File: config.mk
export PLATFORM = sky130hd
export DESIGN_NAME = serial_input_loader
export DESIGN_NICKNAME = d
export VERILOG_FILES = /design/src/rtl/deconv_pkg.sv /design/src/rtl/serial_word_deserializer.sv /design/src/rtl/serial_input_loader.sv
export SDC_FILE = /design/constraint.sdc
export NUM_CORES = 1
export LEC_CHECK = 0
export ABC_CLOCK_PERIOD_IN_PS = 5300
export CAP_MARGIN = 5
export CORE_AREA = 2 2 92 94
export DETAILED_ROUTE_END_ITERATION = 16
export DIE_AREA = 0 0 94 96
export HOLD_SLACK_MARGIN = 0.1
export PLACE_DENSITY = 0.69
export SYNTH_ARGS = -nofsm -noshare
export SYNTH_HDL_FRONTEND = slang
export SYNTH_SLANG_ARGS = --single-unit
File: constraint.sdc
create_clock -name clk -period 5.3 [get_ports clk]
set_clock_uncertainty 0.2 [all_clocks]
set_input_delay 1.325 -clock clk [delete_from_list [all_inputs] [get_ports clk]]
set_output_delay 1.325 -clock clk [all_outputs]
set_load 0.005 [all_outputs]
File: src/rtl/deconv_pkg.sv
// Shared definitions for the deconvolution kernel estimator front end.
// Holds the SRAM target encodings seen on the sram_select pins, the serial
// loader state encoding and the default word/address widths.
package deconv_pkg;

    // Target encodings presented on sram_select
    localparam logic [1:0] SRAM_SEL_PHASE     = 2'b00;
    localparam logic [1:0] SRAM_SEL_COEFF     = 2'b01;
    localparam logic [1:0] SRAM_SEL_MAG       = 2'b10;
    localparam logic [1:0] SRAM_SEL_PHASE_OUT = 2'b11;

    // Default geometry of the loader
    localparam int DEFAULT_DATA_WIDTH = 16;
    localparam int DEFAULT_ADDR_WIDTH = 12;

    // Serial loader FSM states
    typedef enum logic [0:0] {
        LDR_IDLE = 1'b0,
        LDR_LOAD = 1'b1
    } loader_state_e;

endpackage : deconv_pkg

File: src/rtl/serial_word_deserializer.sv
// LSB-first serial-to-parallel converter.
// Shifts one bit per cycle while shift_en is high and flags the cycle in
// which the final bit of a word arrives. The completed word is presented
// combinationally in that same cycle so the parent can register it.
// Ports:
//   clk, rst    clock and synchronous active-high reset
//   clear       discard any partial word (shift register and counter to 0)
//   shift_en    shift serial_in in this cycle
//   serial_in   serial data bit
//   word        word as it stands after this cycle's shift
//   word_done   high in the cycle the last bit of a word is shifted in
module serial_word_deserializer
    import deconv_pkg::*;
#(
    parameter int DATA_WIDTH = DEFAULT_DATA_WIDTH
) (
    input  logic                  clk,
    input  logic                  rst,
    input  logic                  clear,
    input  logic                  shift_en,
    input  logic                  serial_in,
    output logic [DATA_WIDTH-1:0] word,
    output logic                  word_done
);

    localparam int CNT_W = (DATA_WIDTH > 1) ? $clog2(DATA_WIDTH) : 1;
    localparam logic [CNT_W-1:0] LAST_CNT = CNT_W'(DATA_WIDTH - 1);

    logic [DATA_WIDTH-1:0] sr_r;
    logic [CNT_W-1:0]      bit_cnt_r;
    logic [DATA_WIDTH-1:0] word_s;
    logic                  word_done_s;

    // Next-word view and completion detect for the current cycle
    always_comb begin
        word_s      = {serial_in, sr_r[DATA_WIDTH-1:1]};
        word_done_s = 1'b0;
        if (shift_en && !clear && (bit_cnt_r == LAST_CNT)) begin
            word_done_s = 1'b1;
        end else begin
            word_done_s = 1'b0;
        end
    end

    // Shift register and bit counter; clear drops a partial word
    always_ff @(posedge clk) begin
        if (rst) begin
            sr_r      <= '0;
            bit_cnt_r <= '0;
        end else if (clear) begin
            sr_r      <= '0;
            bit_cnt_r <= '0;
        end else if (shift_en) begin
            sr_r <= word_s;
            if (word_done_s) begin
                bit_cnt_r <= '0;
            end else begin
                bit_cnt_r <= bit_cnt_r + {{(CNT_W-1){1'b0}}, 1'b1};
            end
        end else begin
            sr_r      <= sr_r;
            bit_cnt_r <= bit_cnt_r;
        end
    end

    assign word      = word_s;
    assign word_done = word_done_s;

endmodule : serial_word_deserializer

File: src/rtl/serial_input_loader.sv
// Front-end serial loader of the deconvolution kernel estimator.
// Turns the LSB-first serial_in stream into words and routes each word to
// the phase SRAM, the coefficient SRAM (auto-incrementing address) or the
// ADC-bypass register. The target is latched at session start.
// Ports:
//   clk, rst          clock and synchronous active-high reset
//   load_en           serial load window, one bit per cycle while high
//   serial_in         serial data, LSB first
//   sram_select       00 phase, 01 coeff, 1x read-only output SRAMs
//   adc_bypass_en     route words to the ADC-bypass register
//   phase_wr_en       one-cycle phase SRAM write strobe
//   coeff_wr_en       one-cycle coefficient SRAM write strobe
//   wr_addr, wr_data  address/data accompanying the strobe
//   adc_bypass_data   last word captured in bypass mode
//   adc_bypass_valid  sticky, set on first bypass capture
//   load_busy         high while in the LOAD state
//   load_overflow     sticky per session, a word was dropped
module serial_input_loader
    import deconv_pkg::*;
#(
    parameter int DATA_WIDTH  = DEFAULT_DATA_WIDTH,
    parameter int ADDR_WIDTH  = DEFAULT_ADDR_WIDTH,
    parameter int PHASE_DEPTH = 1275,
    parameter int COEFF_DEPTH = 4096
) (
    input  logic                  clk,
    input  logic                  rst,
    input  logic                  load_en,
    input  logic                  serial_in,
    input  logic [1:0]            sram_select,
    input  logic                  adc_bypass_en,
    output logic                  phase_wr_en,
    output logic                  coeff_wr_en,
    output logic [ADDR_WIDTH-1:0] wr_addr,
    output logic [DATA_WIDTH-1:0] wr_data,
    output logic [DATA_WIDTH-1:0] adc_bypass_data,
    output logic                  adc_bypass_valid,
    output logic                  load_busy,
    output logic                  load_overflow
);

    // Depth limits need one extra bit: COEFF_DEPTH can equal 2^ADDR_WIDTH
    localparam logic [ADDR_WIDTH:0] PHASE_LIMIT = PHASE_DEPTH[ADDR_WIDTH:0];
    localparam logic [ADDR_WIDTH:0] COEFF_LIMIT = COEFF_DEPTH[ADDR_WIDTH:0];

    loader_state_e         state_r;
    loader_state_e         state_nxt_s;
    logic [2:0]            target_r;
    logic [ADDR_WIDTH-1:0] addr_r;
    logic                  addr_full_r;
    logic                  phase_wr_en_r;
    logic                  coeff_wr_en_r;
    logic [ADDR_WIDTH-1:0] wr_addr_r;
    logic [DATA_WIDTH-1:0] wr_data_r;
    logic [DATA_WIDTH-1:0] adc_data_r;
    logic                  adc_valid_r;
    logic                  busy_r;
    logic                  overflow_r;

    logic                  session_start_s;
    logic [2:0]            tgt_s;
    logic [ADDR_WIDTH-1:0] cur_addr_s;
    logic                  cur_full_s;
    logic [DATA_WIDTH-1:0] word_s;
    logic                  word_done_s;
    logic                  phase_hit_s;
    logic                  coeff_hit_s;
    logic                  bypass_hit_s;
    logic                  drop_s;

    serial_word_deserializer #(
        .DATA_WIDTH (DATA_WIDTH)
    ) u_deser (
        .clk       (clk),
        .rst       (rst),
        .clear     (!load_en),
        .shift_en  (load_en),
        .serial_in (serial_in),
        .word      (word_s),
        .word_done (word_done_s)
    );

    // Next-state logic of the load window FSM
    always_comb begin
        state_nxt_s = state_r;
        case (state_r)
            LDR_IDLE: begin
                if (load_en) begin
                    state_nxt_s = LDR_LOAD;
                end else begin
                    state_nxt_s = LDR_IDLE;
                end
            end
            LDR_LOAD: begin
                if (!load_en) begin
                    state_nxt_s = LDR_IDLE;
                end else begin
                    state_nxt_s = LDR_LOAD;
                end
            end
            default: state_nxt_s = LDR_IDLE;
        endcase
    end

    // Effective target/address: a session-start cycle already sees the new
    // target and a cleared address, later cycles use the latched copies
    always_comb begin
        session_start_s = (state_r == LDR_IDLE) && load_en;
        tgt_s           = target_r;
        cur_addr_s      = addr_r;
        cur_full_s      = addr_full_r;
        if (session_start_s) begin
            tgt_s      = {adc_bypass_en, sram_select};
            cur_addr_s = '0;
            cur_full_s = 1'b0;
        end else begin
            tgt_s      = target_r;
            cur_addr_s = addr_r;
            cur_full_s = addr_full_r;
        end
    end

    // Commit decode: where a just-completed word goes, or whether it drops
    always_comb begin
        phase_hit_s  = 1'b0;
        coeff_hit_s  = 1'b0;
        bypass_hit_s = 1'b0;
        drop_s       = 1'b0;
        if (word_done_s) begin
            if (tgt_s[2]) begin
                bypass_hit_s = 1'b1;
            end else begin
                case (tgt_s[1:0])
                    SRAM_SEL_PHASE: begin
                        if (!cur_full_s && ({1'b0, cur_addr_s} < PHASE_LIMIT)) begin
                            phase_hit_s = 1'b1;
                        end else begin
                            drop_s = 1'b1;
                        end
                    end
                    SRAM_SEL_COEFF: begin
                        if (!cur_full_s && ({1'b0, cur_addr_s} < COEFF_LIMIT)) begin
                            coeff_hit_s = 1'b1;
                        end else begin
                            drop_s = 1'b1;
                        end
                    end
                    SRAM_SEL_MAG:       drop_s = 1'b1;
                    SRAM_SEL_PHASE_OUT: drop_s = 1'b1;
                    default:            drop_s = 1'b1;
                endcase
            end
        end else begin
            drop_s = 1'b0;
        end
    end

    // State, target latch, address counter, commit register and flags
    always_ff @(posedge clk) begin
        if (rst) begin
            state_r       <= LDR_IDLE;
            target_r      <= 3'b000;
            addr_r        <= '0;
            addr_full_r   <= 1'b0;
            phase_wr_en_r <= 1'b0;
            coeff_wr_en_r <= 1'b0;
            wr_addr_r     <= '0;
            wr_data_r     <= '0;
            adc_data_r    <= '0;
            adc_valid_r   <= 1'b0;
            busy_r        <= 1'b0;
            overflow_r    <= 1'b0;
        end else begin
            state_r       <= state_nxt_s;
            busy_r        <= (state_nxt_s == LDR_LOAD);
            phase_wr_en_r <= phase_hit_s;
            coeff_wr_en_r <= coeff_hit_s;
            if (session_start_s) begin
                target_r    <= tgt_s;
                addr_r      <= '0;
                addr_full_r <= 1'b0;
                overflow_r  <= 1'b0;
            end
            if (phase_hit_s || coeff_hit_s) begin
                wr_addr_r <= cur_addr_s;
                wr_data_r <= word_s;
                // Saturate: the last address is written once, then the
                // counter is marked exhausted instead of wrapping
                if (cur_addr_s == {ADDR_WIDTH{1'b1}}) begin
                    addr_r      <= cur_addr_s;
                    addr_full_r <= 1'b1;
                end else begin
                    addr_r <= cur_addr_s + {{(ADDR_WIDTH-1){1'b0}}, 1'b1};
                end
            end
            if (bypass_hit_s) begin
                adc_data_r  <= word_s;
                adc_valid_r <= 1'b1;
            end
            if (drop_s) begin
                overflow_r <= 1'b1;
            end
        end
    end

    assign phase_wr_en      = phase_wr_en_r;
    assign coeff_wr_en      = coeff_wr_en_r;
    assign wr_addr          = wr_addr_r;
    assign wr_data          = wr_data_r;
    assign adc_bypass_data  = adc_data_r;
    assign adc_bypass_valid = adc_valid_r;
    assign load_busy        = busy_r;
    assign load_overflow    = overflow_r;

endmodule : serial_input_loader
==> impl_metrics.toml, run 1 <==
[layout]
regArea_um2 = 1680
final_common_cell = "dfxtp_1"
antenna_cells = 0
drive_gt1_share_pct = 8.80
multi_input_area_um2 = 1400
area_delta_synth_final_pct = 26.4
nNetsFinal = 413
n_fill_cell = 780
final_cell_mix = "84 x dfxtp_1, 58 x nand2_1, 54 x clkdlybuf4s50_1"
post-route-util_pct = 50.0

[sta]
fmax_ghz = 0.246
finalCritPeriodShare_pct = 76.7
setup_viol = 0
min_period_ns = 4.06
relSlewSlack_pct = 28.7
maxSlewViolCount = 0
tightestPinTransition_ns = 1.07
rsz0062_at_grt = "no"
hold_viol = 0
setup_tns_ns = 0
setup_ws_ns = 1.24

[critical_path]
critical_path_depth = 9
worstRegToRegCells = 8
cp_max_fo = 22
endpoint_kind = "flip-flop"
critical-path-max-stage-delay_ns = 0.60
crit_buf_inv = 1
start_kind = "input pin"
critical_path_arrival_ns = 4.15
slowest_stage = "or4_1"
cp_top_family = "simple AND/OR/NAND/NOR gates"
cp_cell_sequence = "clkdlybuf4s50_1, nand2b_1, and2_1, ha_1, o2111ai_1, o211ai_2, a21o_1, or4_1, a21oi_1"
cp.required_ns = 5.39
path_class = "in -> reg"

[floorplan]
ios = 56
num_rows = 33
core_area_um2 = 8050
fp.dieH_um = 96
dieArea_um2 = 9020
start_util_pct = 39.5
die_w_um = 94

[grt]
groute.usage.overall_pct = 16.4
grt_pass1_wl_um = 11500
grt_pass1_vias = 2420
antenna_found_initial = 0
grt_max_degree = 58
overflow = 0

[clock_network]
cts_resized = 0
insertion_delay_ns = 0.36
clockBufferDepth = 2
htreeDepth = 3
clkSlewWorstSetupHoldPaths_ns = 0.08
cts-root-buf = "clkbuf_8"
post_cts_buffers = 0
cts_buffers = 9
cts_num_sinks = 84
cts_tree = "done"
cts-hold-fix-buffers = 0

[yosys]
synth_edf_count = 0
synthesis.nets = 361
yosys_register_bits = 84
syn_area_um2 = 3180
synth.yosys.warnings = 0
avgSynthCellArea_um2 = 9.04
yosysSeqAreaShare_pct = 52.9
synth-async-reset-ratio_pct = 0
ys_types = 49
synthCells = 352
synthFlopType = "dfxtp_1"

[power_and_ir_drop]
power_density_nw_per_um2 = 278
leakage_nw = 1.37
power.total_w = 0.00112
ir_drop_uv = 161

[status]
status = "complete, no violations"

[place]
hpwlAfterDp_um = 4630
post-place-ws_ns = 0.890
numPortBuffers = 55
place.gp.congestion = 0.880

[routing]
drc = 0
wl_per_cell_um = 13.6
vias = 2628
drtPass1Iterations = 4
drt-initial-drc-count = 158
post_drt_via_cell_ratio = 5.11
antenna_left = 0
drt_wl_total_um = 6970

[worst_hold_path]
hp-class = "reg -> reg"
holdPathStages = 2

[flow_run]
maxCapViolations = 0
power breakdown:
part / switching, W / total, W / leakage (nW) / internal [W]
combinational: 0.0000247 / 0.0000355 / 0.599 / 0.0000108
sequential: 0.00000247 / 0.000636 / 0.677 / 0.000633
clock: 0.000229 / 0.000446 / 0.0927 / 0.000218
total: 0.000256 / 0.00112 / 1.37 / 0.000862
registers in the layout (all words and copies together), names as in the netlist, 3 cells and up:
signal	count
adc_bypass_data	16
addr_r	12
target_r	3
u_deser.bit_cnt_r	4
u_deser.sr_r	15
wr_addr	12
wr_data	16
through the flow:
stage	hold slack [ns]	cells	instance area, um^2
global placement	0.242	498	3830
detailed placement	0.246	498	3830
floorplan	0.230	352	3180
finish	0.253	514	4020
global route	0.280	514	4020
CTS	0.257	514	4020
cells by family after synthesis:
logic type / count (synthesis) / synth area share, %
simple gates: 153 / 22.8
flops: 84 / 52.9
compound gates: 65 / 13.0
buf+inv: 25 / 3.34
mux: 21 / 6.68
xor+xnor: 2 / 0.551
fa+ha+maj: 2 / 0.786
area by class of cell:
cell class | count | area share [%]
clock buffer | 10 | 3.17
clock inverter | 6 | 1.59
inverter | 2 | 0.187
multi-input combinational | 243 | 34.7
sequential | 84 | 41.8
tap | 105 | 3.27
timing repair buffer | 64 | 15.2
worst paths after layout:
kind | from | to | slack (ns)
hold / removal | u_deser.sr_r[1] | wr_data[0] | 0.25
setup reg to reg | load_busy | addr_r[0] | 2.22
setup / recovery | load_en | addr_r[3] | 1.24
hold reg to reg | u_deser.sr_r[1] | wr_data[0] | 0.25
per-layer routing:
layer,track usage [%],wire (um)
met5,0,0
met2,25.5,3170
met4,8.33,94
met3,3.76,444
met1,21.3,3250
Yosys cell counts, types with 2 or more instances:
library cell | count | area (um^2)
dfxtp_1 | 84 | 1680
nand2_1 | 58 | 218
a21oi_1 | 38 | 190
nor2_1 | 28 | 105
and2_1 | 21 | 131
mux2i_1 | 19 | 190
nand3_1 | 18 | 90.1
clkbuf_1 | 15 | 56.3
buf_2 | 6 | 30.0
o21ai_0 | 6 | 30.0
and3_1 | 5 | 31.3
nand4_1 | 4 | 25.0
nor2b_1 | 4 | 25.0
nor3_1 | 4 | 20.0
a31o_2 | 3 | 26.3
ha_1 | 2 | 25.0
inv_1 | 2 | 7.51
o21a_1 | 2 | 15.0
o31ai_1 | 2 | 15.0
or4_1 | 2 | 15.0
worst min-delay path, cell delays in order (launching register included):
cell and delay [ns]:
dfxtp_1 0.31, nand2_1 0.05, a21oi_1 0.05
No activity file was read; power rests on OpenSTA's default activity.
==> run 2: changes to the inputs <==
--- a/config.mk
+++ b/config.mk
@@ -5,13 +5,13 @@
 export SDC_FILE = /design/constraint.sdc
 export NUM_CORES = 1
 export LEC_CHECK = 0
-export ABC_CLOCK_PERIOD_IN_PS = 5300
+export ABC_CLOCK_PERIOD_IN_PS = 3700
 export CAP_MARGIN = 5
 export CORE_AREA = 2 2 92 94
 export DETAILED_ROUTE_END_ITERATION = 16
 export DIE_AREA = 0 0 94 96
 export HOLD_SLACK_MARGIN = 0.1
-export PLACE_DENSITY = 0.69
+export PLACE_DENSITY = 0.71
 export SYNTH_ARGS = -nofsm -noshare
 export SYNTH_HDL_FRONTEND = slang
 export SYNTH_SLANG_ARGS = --single-unit
==> constraint.sdc (replaced) <==
create_clock -name clk -period 3.7 [get_ports clk]
set_clock_uncertainty 0.2 [all_clocks]
set_input_delay 0.925 -clock clk [delete_from_list [all_inputs] [get_ports clk]]
set_output_delay 0.925 -clock clk [all_outputs]
set_load 0.005 [all_outputs]
==> run 2 against run 1 <==
  * Worst setup slack got worse by 0.84 ns
  * Critical path depth rose by 1
  * Core utilization rose by 1.1 points
  * Global-route usage rose by 1.4 points
  * Die area did not move
  * Largest power group unchanged
  * Worst hold slack improved by 0.0048 ns
  * Sequential cell count did not move
  * Register-to-register slack got worse by 1.2 ns
  * Design area rose by 2.3%
  * Non-clock buffer count rose by 13
  * Sequential power rose by 43%
  * Highest routed layer unchanged
==> impl_metrics.toml, run 2 (synthesis results as in run 1) <==
[clock_network]
cts_num_sinks = 84
clockBufferDepth = 2
cts_resized = 0
htreeDepth = 3
cts-hold-fix-buffers = 0
insertion_delay_ns = 0.35
cts_buffers = 9
cts-root-buf = "clkbuf_8"
clkSlewWorstSetupHoldPaths_ns = 0.08
post_cts_buffers = 0
cts_tree = "done"

[power_and_ir_drop]
p_sw_w = 0.000381
power.internal_w = 0.00117
leakage_nw = 1.42
p_seq_share_pct = 58.6
clkPwrFrac_pct = 37.7
power_density_nw_per_um2 = 378
ir_drop_uv = 159
swShare_pct = 24.5
combPwrFrac_pct = 3.7

[grt]
overflow = 0
antenna_found_initial = 0
groute.usage.overall_pct = 17.7
grt_max_degree = 34
grt_pass1_vias = 2625
grt_pass1_wl_um = 12400

[routing]
post_drt_via_cell_ratio = 5.06
antenna_left = 0
met3_length_um = 282
top_layer = "met4"
wl_per_cell_um = 14.1
drt-initial-drc-count = 132
drt_wl_total_um = 7400
wl_met1_um = 3530
vias = 2663
met2WireLength_um = 3490
drc = 0
drtPass1Iterations = 4

[floorplan]
core_area_um2 = 8050
dieArea_um2 = 9020
die_w_um = 94
num_rows = 33
ios = 56
fp.dieH_um = 96
start_util_pct = 39.5

[critical_path]
cp_cell_sequence = "clkdlybuf4s50_1, nand2b_1, and2_1, ha_1, o2111ai_1, o211ai_2, a21o_1, buf_4, a2111o_1, a21oi_1"
critical_path_arrival_ns = 3.38
path_class = "in -> reg"
cp.required_ns = 3.78
cp_max_fo = 12
critical-path-max-stage-delay_ns = 0.51
start_kind = "input pin"
slowest_stage = "clkdlybuf4s50_1"
endpoint_kind = "flip-flop"
r2r_setup_slack_ns = 1.00
worstRegToRegCells = 9

[worst_hold_path]
holdPathStages = 2
hp-class = "reg -> reg"

[layout]
area_delta_synth_final_pct = 29.3
antenna_cells = 0
drive_gt1_share_pct = 11.6
n_fill_cell = 783
final_cells = 526
nNetsFinal = 426
final_common_cell = "dfxtp_1"
final_cell_mix = "84 x dfxtp_1, 58 x nand2_1, 54 x clkdlybuf4s50_1"

[flow_run]
maxCapViolations = 0

[place]
dp.cells = 511
hpwlAfterDp_um = 5120
place.gp.congestion = 0.919
numPortBuffers = 55

[sta]
min_period_ns = 3.31
rsz0062_at_grt = "no"
relSlewSlack_pct = 59.2
setup_tns_ns = 0
hold_viol = 0
fmax_ghz = 0.303
maxSlewViolCount = 0
tightestPinTransition_ns = 0.608
finalCritPeriodShare_pct = 89.3
setup_viol = 0

[status]
status = "complete, no violations"
## run 2: layout make-up
| type | instances | area, um^2 | area share (%) |
|---|---|---|---|
| sequential | 84 | 1680 | 40.9 |
| multi-input combinational | 243 | 1400 | 34.0 |
| timing repair buffer | 77 | 723 | 17.6 |
| tap | 105 | 131 | 3.19 |
| clock buffer | 9 | 124 | 3.01 |
| clock inverter | 6 | 48.8 | 1.19 |
| inverter | 2 | 7.51 | 0.182 |
## run 2: worst max-delay path, delay by kind of cell
family / cells / cell delay [ns]
AOI/OAI and AO/OA: 5 / 1.19
buffers and inverters: 2 / 0.74
adders and majority gates: 1 / 0.20
and+or+nand+nor: 2 / 0.33
## run 2: power groups by stage
stage / combinational, W / clock (W) / sequential [W]
global route: 0.0000641 / 0.000638 / 0.000912
finish: 0.0000580 / 0.000587 / 0.000911
CTS: 0.0000581 / 0.000597 / 0.000911
detailed placement: 0.0000580 / 0 / 0.000932
global placement: 0.0000572 / 0 / 0.000932
floorplan: 0.0000338 / 0 / 0.000931
## run 2: metrics by stage
stage          setup slack, ns  power [W]  utilization, %  cell area (um^2)  hold WS, ns
2_1_floorplan            0.278   0.000965               -              3180        0.230
3_3_place_gp             0.115   0.000989            49.0              3940        0.242
3_5_place_dp            0.0685   0.000990            49.0              3940        0.250
4_1_cts                  0.413    0.00157            51.1              4110        0.264
5_1_grt                  0.287    0.00161            51.1              4110        0.278
6_report                 0.395    0.00156            51.1              4110        0.257
## run 2: worst paths after layout
kind / from / endpoint
max: load_en / addr_r[8]
min reg2reg: wr_addr[9] / wr_addr[9]
min: wr_addr[9] / wr_addr[9]
max reg2reg: load_busy / addr_r[8]
## run 2: routing by layer
metal / vias up / global-route usage, %
met5: - / 0
met4: 0 / 7.13
met3: 8 / 4.07
met2: 48 / 28.5
met1: 1272 / 23.2
li1: 1335 / -
